$ cat src/rtl/mem_stage.sv
// Memory-access pipeline stage: accepts one instruction from execute, performs a
// data-memory load or store over a valid/ready request port and a valid response
// port, formats load data, and hands a registered result to writeback.
module mem_stage (
  input  logic        clk_i,
  input  logic        reset_n_i,
  // Execute side
  input  logic        ex_valid_i,
  output logic        ex_ready_o,
  input  logic [31:0] ex_pc_i,
  input  logic [31:0] ex_alu_result_i,
  input  logic [31:0] ex_store_data_i,
  input  logic [2:0]  ex_funct3_i,
  input  logic        ex_is_load_i,
  input  logic        ex_is_store_i,
  input  logic [4:0]  ex_rd_i,
  input  logic [1:0]  ex_rdmux_sel_i,
  input  logic        ex_rd_we_i,
  // Data memory
  output logic        mem_req_valid_o,
  input  logic        mem_req_ready_i,
  output logic [31:0] mem_addr_o,
  output logic        mem_we_o,
  output logic [3:0]  mem_wmask_o,
  output logic [31:0] mem_wdata_o,
  input  logic        mem_resp_valid_i,
  input  logic [31:0] mem_rdata_i,
  // Writeback side
  output logic        wb_valid_o,
  output logic [31:0] wb_pc_o,
  output logic [31:0] wb_ld_result_o,
  output logic [31:0] wb_alu_result_o,
  output logic [1:0]  wb_rdmux_sel_o,
  output logic [4:0]  wb_rd_o,
  output logic        wb_rd_we_o,
  output logic        wb_misalign_o
);

  typedef enum logic [1:0] {StIdle, StReq, StResp} state_e;

  state_e      state_q;
  logic [31:0] pc_q;
  logic [31:0] alu_q;
  logic [2:0]  funct3_q;
  logic        is_load_q;
  logic [4:0]  rd_q;
  logic [1:0]  rdmux_q;
  logic        rd_we_q;

  logic [1:0]  ex_off;
  logic        ex_trap;
  logic        ex_is_mem;
  logic [3:0]  st_mask;
  logic [31:0] st_wdata;
  logic [31:0] ld_shifted;
  logic [31:0] ld_data;

  assign ex_off     = ex_alu_result_i[1:0];
  assign ex_is_mem  = ex_is_load_i | ex_is_store_i;
  assign ex_ready_o = (state_q == StIdle);

  // Trap detection on the incoming instruction: illegal width or misaligned address.
  always_comb begin
    ex_trap = 1'b0;
    if (ex_is_load_i) begin
      unique case (ex_funct3_i)
        3'b000, 3'b100: ex_trap = 1'b0;
        3'b001, 3'b101: ex_trap = ex_off[0];
        3'b010:         ex_trap = (ex_off != 2'b00);
        default:        ex_trap = 1'b1;
      endcase
    end else if (ex_is_store_i) begin
      unique case (ex_funct3_i)
        3'b000:  ex_trap = 1'b0;
        3'b001:  ex_trap = ex_off[0];
        3'b010:  ex_trap = (ex_off != 2'b00);
        default: ex_trap = 1'b1;
      endcase
    end
  end

  // Store lane steering: byte/half moved to the lane selected by the low address bits.
  always_comb begin
    st_mask  = 4'b1111;
    st_wdata = ex_store_data_i;
    unique case (ex_funct3_i[1:0])
      2'b00: begin
        st_mask  = 4'b0001 << ex_off;
        st_wdata = {24'h0, ex_store_data_i[7:0]} << {ex_off, 3'b000};
      end
      2'b01: begin
        st_mask  = 4'b0011 << ex_off;
        st_wdata = {16'h0, ex_store_data_i[15:0]} << {ex_off, 3'b000};
      end
      default: begin
        st_mask  = 4'b1111;
        st_wdata = ex_store_data_i;
      end
    endcase
  end

  // Load formatting: extract the addressed byte/half and sign- or zero-extend.
  always_comb begin
    ld_shifted = mem_rdata_i >> {alu_q[1:0], 3'b000};
    ld_data    = mem_rdata_i;
    unique case (funct3_q)
      3'b000:  ld_data = {{24{ld_shifted[7]}}, ld_shifted[7:0]};
      3'b100:  ld_data = {24'h0, ld_shifted[7:0]};
      3'b001:  ld_data = {{16{ld_shifted[15]}}, ld_shifted[15:0]};
      3'b101:  ld_data = {16'h0, ld_shifted[15:0]};
      default: ld_data = mem_rdata_i;
    endcase
  end

  // Control FSM with registered request and writeback outputs.
  always_ff @(posedge clk_i) begin
    if (!reset_n_i) begin
      state_q         <= StIdle;
      pc_q            <= '0;
      alu_q           <= '0;
      funct3_q        <= '0;
      is_load_q       <= 1'b0;
      rd_q            <= '0;
      rdmux_q         <= '0;
      rd_we_q         <= 1'b0;
      mem_req_valid_o <= 1'b0;
      mem_addr_o      <= '0;
      mem_we_o        <= 1'b0;
      mem_wmask_o     <= '0;
      mem_wdata_o     <= '0;
      wb_valid_o      <= 1'b0;
      wb_pc_o         <= '0;
      wb_ld_result_o  <= '0;
      wb_alu_result_o <= '0;
      wb_rdmux_sel_o  <= '0;
      wb_rd_o         <= '0;
      wb_rd_we_o      <= 1'b0;
      wb_misalign_o   <= 1'b0;
    end else begin
      wb_valid_o <= 1'b0;
      unique case (state_q)
        StIdle: begin
          if (ex_valid_i) begin
            pc_q      <= ex_pc_i;
            alu_q     <= ex_alu_result_i;
            funct3_q  <= ex_funct3_i;
            is_load_q <= ex_is_load_i;
            rd_q      <= ex_rd_i;
            rdmux_q   <= ex_rdmux_sel_i;
            rd_we_q   <= ex_rd_we_i & ~ex_is_store_i;
            if (ex_is_mem && !ex_trap) begin
              state_q         <= StReq;
              mem_req_valid_o <= 1'b1;
              mem_addr_o      <= {ex_alu_result_i[31:2], 2'b00};
              mem_we_o        <= ex_is_store_i;
              mem_wmask_o     <= ex_is_store_i ? st_mask : 4'b0000;
              mem_wdata_o     <= ex_is_store_i ? st_wdata : 32'h0;
            end else begin
              // Non-memory or trapped op completes directly from IDLE.
              wb_valid_o      <= 1'b1;
              wb_pc_o         <= ex_pc_i;
              wb_ld_result_o  <= '0;
              wb_alu_result_o <= ex_alu_result_i;
              wb_rdmux_sel_o  <= ex_rdmux_sel_i;
              wb_rd_o         <= ex_rd_i;
              wb_rd_we_o      <= ex_rd_we_i & ~ex_is_store_i & ~ex_trap;
              wb_misalign_o   <= ex_trap;
            end
          end
        end
        StReq: begin
          // A response arriving in the handshake cycle is deliberately ignored.
          if (mem_req_ready_i) begin
            state_q         <= StResp;
            mem_req_valid_o <= 1'b0;
          end
        end
        StResp: begin
          if (mem_resp_valid_i) begin
            state_q         <= StIdle;
            wb_valid_o      <= 1'b1;
            wb_pc_o         <= pc_q;
            wb_ld_result_o  <= is_load_q ? ld_data : 32'h0;
            wb_alu_result_o <= alu_q;
            wb_rdmux_sel_o  <= rdmux_q;
            wb_rd_o         <= rd_q;
            wb_rd_we_o      <= rd_we_q;
            wb_misalign_o   <= 1'b0;
          end
        end
        default: state_q <= StIdle;
      endcase
    end
  end

endmodule

$ cat config.mk
export PLATFORM = sky130hd
export DESIGN_NAME = mem_stage
export DESIGN_NICKNAME = d
export VERILOG_FILES = /design/src/rtl/mem_stage.sv
export SDC_FILE = /design/constraint.sdc
export NUM_CORES = 1
export LEC_CHECK = 0
export ABC_AREA = 1
export CAP_MARGIN = 20
export CORE_MARGIN = 1
export CORE_UTILIZATION = 50
export DETAILED_ROUTE_END_ITERATION = 6
export GPL_TIMING_DRIVEN = 0
export PLACE_DENSITY = 0.93
export SLEW_MARGIN = 20
export SYNTH_ARGS = -nofsm -noshare
export SYNTH_HDL_FRONTEND = slang
export SYNTH_SLANG_ARGS = --single-unit
$ cat constraint.sdc
create_clock -name clk_i -period 3.3 [get_ports clk_i]
set_input_delay 0.66 -clock clk_i [delete_from_list [all_inputs] [get_ports clk_i]]
set_output_delay 0.66 -clock clk_i [all_outputs]
set_load 0.01 [all_outputs]
# After elaboration in Yosys (flattened, before gate mapping)
# Cells that the tools add are included.
[totals]
register_bits = 252
latchBits = 0
mem_bits_rw = 0
mem_bits_ro = 0
input_bits = 146
memories = 0
[op_classes]
n_addsub = 0
multipliers = 0
div_mod_pow = 0
magnitude_cmp = 0
n_eq_ne = 15
n_shift = 5
mux = 51
bitwise_logic = 5
reduce_logical = 16
[ops]
columns = ["operator", "count"]
rows = [
  ["$mux 32", 11],
  ["$pmux 32 s2", 4],
  ["$pmux 32 s4", 1],
  ["$shl 16x5->32", 1],
  ["$shl 8x5->32", 1],
  ["$shr 32x5->16", 1],
  ["$mux 5", 3],
  ["$mux 1", 14],
  ["$mux 2", 7],
  ["$eq 3x3->1 const B", 4],
  ["$reduce_and 4->1", 3],
  ["$pmux 5 s2", 1],
  ["$ne 2x2->1 const B", 4],
  ["$pmux 1 s2", 4],
  ["$pmux 4 s2", 1],
  ["$eq 3x1->1 const B", 2],
  ["$logic_not 3->1", 2],
  ["$pmux 1 s3", 2],
  ["$pmux 2 s3", 1],
  ["$reduce_bool 2->1", 3],
  ["$eq 2x1->1 const B", 2],
  ["$logic_not 2->1", 2],
  ["$mux 4", 1],
  ["$pmux 2 s2", 1],
  ["13 further kinds", 16],
]

# Longest topological paths before layout
[logic_depth]
depth_word = 9
depth_mapped = 11
depth_no_buf = 10

# Worst setup path after synthesis
# Ideal clock, no wire load.
[synth_path]
path_kind = "in2reg"
start = "in ex_funct3_i[0]"
end = "reg wb_ld_result_o[10]"
setup_time_ps = 114
arrival_ps = 1750
setup_slack_ps = 1436
path_stages = 10
path_cell_list = "inv_1 > nor2_4 > nand2_2 > nand4_1 > nand2_1 > buf_4 > buf_6 > buf_4 > a21oi_1 > nor2_1"
[synth_between]
elab_chain_cells = 8
[synth_lines]
columns = ["item", "line", "text"]
rows = [
  ["start, declared", "13", "input logic [2:0] ex_funct3_i,"],
  ["$eq 3x2->1, or another cell as far along", "66, 73", ""],
  ["$pmux 1 s3 / $reduce_or 2->1 (equally long branches)", "73, 66", ""],
  ["$mux 1 / $pmux 1 s3 (equally long branches)", "72, 66", ""],
  ["$mux 1 *", "65", "if (ex_is_load_i) begin"],
  ["$logic_not 1->1 *", "151", "if (ex_is_mem && !ex_trap) begin"],
  ["$logic_and 1x1->1 *", "151", ""],
  ["$ne 2x2->1 (no source line) *", "-", ""],
  ["$reduce_and 4->1 (no source line) *", "-", ""],
  ["end signal, assigned", "183", "wb_ld_result_o <= is_load_q ? ld_data : 32'h0;"],
  ["end, declared", "31", "output logic [31:0] wb_ld_result_o,"],
]
# Every way passes the cells marked *; elsewhere a longest branch is shown, timed or not.
# A chain may end at the register's enable or synchronous reset.

# Worst setup path in the final report
[layout_path]
start = "in ex_funct3_i[0]"
end = "reg wb_ld_result_o[12]"
# The elaborated chain is that of the path after synthesis.

==> out/results.tsv <==
stage	metric	value	unit
run_status	status	completed	
timing	rsz0062_at_grt	false	
synthesis	synth-seq-cells	252	
final_layout	final_cell_mix	393 x nand2_1, 319 x clkdlybuf4s50_1, 252 x dfxtp_1	
timing	worst_pin_slew	828	ps
synthesis	yosysWarningCount	0	
drt	drt_iter0_markers	901	
timing	finalClockSkew	11.8	ps
synthesis	synth_cell_types	26	
timing	finalHoldViolations	0	
power_and_ir_drop	power.switching	0.00223	W
drt	routedWlPerCell	17.8	um
run	cap_violations	0	
drt	vias	12617	
power_and_ir_drop	p_total	0.00804	W
floorplan	core	21800	sq um
timing	setup_viol	0	
timing	setup-tns-final	0	ps
drt	wl	40700	um
placed_design	dpl_cell_area	14600	sq um
floorplan	io_pins	323	
global_route	grt_pass1_vias	11802	
worst_setup_path	worst_ep_arrival_time	2890	ps
drt	dr.pass1.iters	5	
clock_tree	clkTransAtPathRegs	60	ps
clock_tree	cts_max_level	1	
synthesis	seq_area_frac_synth	0.456	
power_and_ir_drop	switching_share	0.278	
placed_design	dp_hpwl	30100	um
clock_tree	cts_buffer_depth	3	
drt	route.detailed.drc	0	
final_layout	final_cells	2290	
floorplan	die_area	22700	sq um
synthesis	syn_area	11100	sq um
global_route	grt_antenna_before_repair	2	
worst_hold_path	hold_depth	2	
timing	slew_violations	0	
floorplan	rows	54	
clock_tree	cts_buffers	27	
global_route	track_usage	0.348	
power_and_ir_drop	combPwrFrac	0.190	
final_layout	final_area	15500	sq um
clock_tree	postCtsResizedCells	0	
timing	post-route-period-util	0.754	
clock_tree	post-cts-setup-buffers	0	
worst_setup_path	cp-end-kind	register	
final_layout	layout_commonest_cell	nand2_1	
power_and_ir_drop	intPower	0.00580	W
worst_setup_path	worst-r2r-cell-count	7	
floorplan	start_util	0.509	
clock_tree	clk_latency	520	ps
placed_design	io_buffers	319	
timing	slew_headroom	0.446	
power_and_ir_drop	power_density	517	nW/um^2
clock_tree	root_buffer	clkbuf_16	
synthesis	synthCells	1639	
worst_hold_path	hold_class	register to register	
floorplan	chipWidth	151	um
placed_design	placed_cells	2239	
final_layout	area_growth	40.3	%
timing	fin_crit	2490	ps
clock_tree	cts_sinks	252	
timing	fmax	402	MHz
final_layout	n_fill_cell	1782	
synthesis	syn_avg_cell_area	6.75	sq um
global_route	grt-ovfl-total	0	
power_and_ir_drop	p_clk_frac	0.389	
worst_setup_path	critPathRequiredTime	3700	ps
global_route	grt_pass1_wl	61700	um
final_layout	layout-drive-gt1-share	0.0533	
drt	vias_per_cell	5.51	
worst_setup_path	critPathMaxFanout	10	
drt	ant_nets	0	
final_layout	fin_nets	2134	
worst_setup_path	path_class	input port to register	
clock_tree	postCtsHoldBufs	0	
floorplan	die_y	151	um
worst_setup_path	cp-start-kind	input port	
power_and_ir_drop	vdd_drop_max	361	uV
power_and_ir_drop	seqPwrFrac	0.421	
clock_tree	cts_tree	built	
placed_design	place_congestion	0.960	
global_route	grt_max_degree	15	
power_and_ir_drop	total_leakage_power	6.48	nW
-- metal layers --
| metal | track usage | part of all wire |
|---|---|---|
| met1 | 0.415 | 0.37 |
| met2 | 0.588 | 0.48 |
| met3 | 0.0720 | 0.097 |
| met5 | 0 | 0 |
| met4 | 0.180 | 0.051 |
-- logic make-up after synthesis --
family                 after synthesis  share of synthesized area
AOI/OAI and AO/OA                  426                      0.195
buffers and inverters              244                     0.0915
DFF                                252                      0.456
other                                1                   0.000339
and+or+nand+nor                    716                      0.257
-- state kept, by name, indices dropped and copies added, names as in the netlist, 3 cells and up --
name,count
rd_q,5
mem_wmask_o,4
pc_q,32
wb_rd_o,5
mem_addr_o,30
wb_alu_result_o,32
wb_ld_result_o,32
mem_wdata_o,32
funct3_q,3
alu_q,32
wb_pc_o,32
-- stage by stage --
step                      hold WS (ps)  utilization  setup slack [ps]
final                              447        0.714               812
after global routing               470        0.714               724
after CTS                          448        0.714               861
after detailed placement           439        0.672               322
after global placement             433        0.672               305
after floorplan                    425            -              1440
-- synthesized netlist by cell type (all sizes together) --
library cell,instances,area share
conb,1,0.00034
nor2,249,0.087
nand4,3,0.0031
clkbuf,77,0.026
inv,126,0.043
o22ai,5,0.0028
dfxtp,252,0.46
a21oi,183,0.083
nand3b,1,0.00068
o21a,1,0.00068
or2,3,0.0017
nand3,62,0.028
o21ai,231,0.10
nand2,397,0.14
o2111ai,6,0.0047
buf,41,0.022
nor3,1,0.00045
-- worst max-delay path, cell delays in order --
cell             delay, ps
clkdlybuf4s50_1        560
inv_1                  120
nor2_4                 250
nand2_2                160
nand4_1                120
nand2_1                120
buf_4                  240
buf_6                  160
buf_4                  180
a21oi_1                230
nor2_1                  80
-- worst paths after layout --
check	startpoint	end	slack (ps)
max	ex_funct3_i[0]	wb_ld_result_o[12]$_SDFFE_PN0P_	810
min	alu_q[30]$_SDFFE_PN0P_	alu_q[30]$_SDFFE_PN0P_	450
max reg2reg	alu_q[1]$_SDFFE_PN0P_	wb_ld_result_o[2]$_SDFFE_PN0P_	1190
min reg2reg	alu_q[30]$_SDFFE_PN0P_	alu_q[30]$_SDFFE_PN0P_	450
-- layout make-up --
class	count	area (sq um)	area share
diodes	3	7.51	0.000483
plain buffers	118	541	0.0348
clock buffers	33	718	0.0462
clock inverters	15	194	0.0125
inverters	126	473	0.0304
multi-input cells	1144	5020	0.323
flip-flops and latches	252	5040	0.325
well taps	280	350	0.0225
repair buffers	319	3190	0.206
-- power groups by stage --
| stage | sequential [W] | clock (W) | combinational (W) |
|---|---|---|---|
| after floorplan | 0.00349 | 0 | 0.000674 |
| after global placement | 0.00343 | 0 | 0.00147 |
| after detailed placement | 0.00344 | 0 | 0.00150 |
| after CTS | 0.00338 | 0.00314 | 0.00151 |
| after global routing | 0.00340 | 0.00326 | 0.00167 |
| final | 0.00338 | 0.00313 | 0.00153 |
No activity file was read; power rests on OpenSTA's default activity.
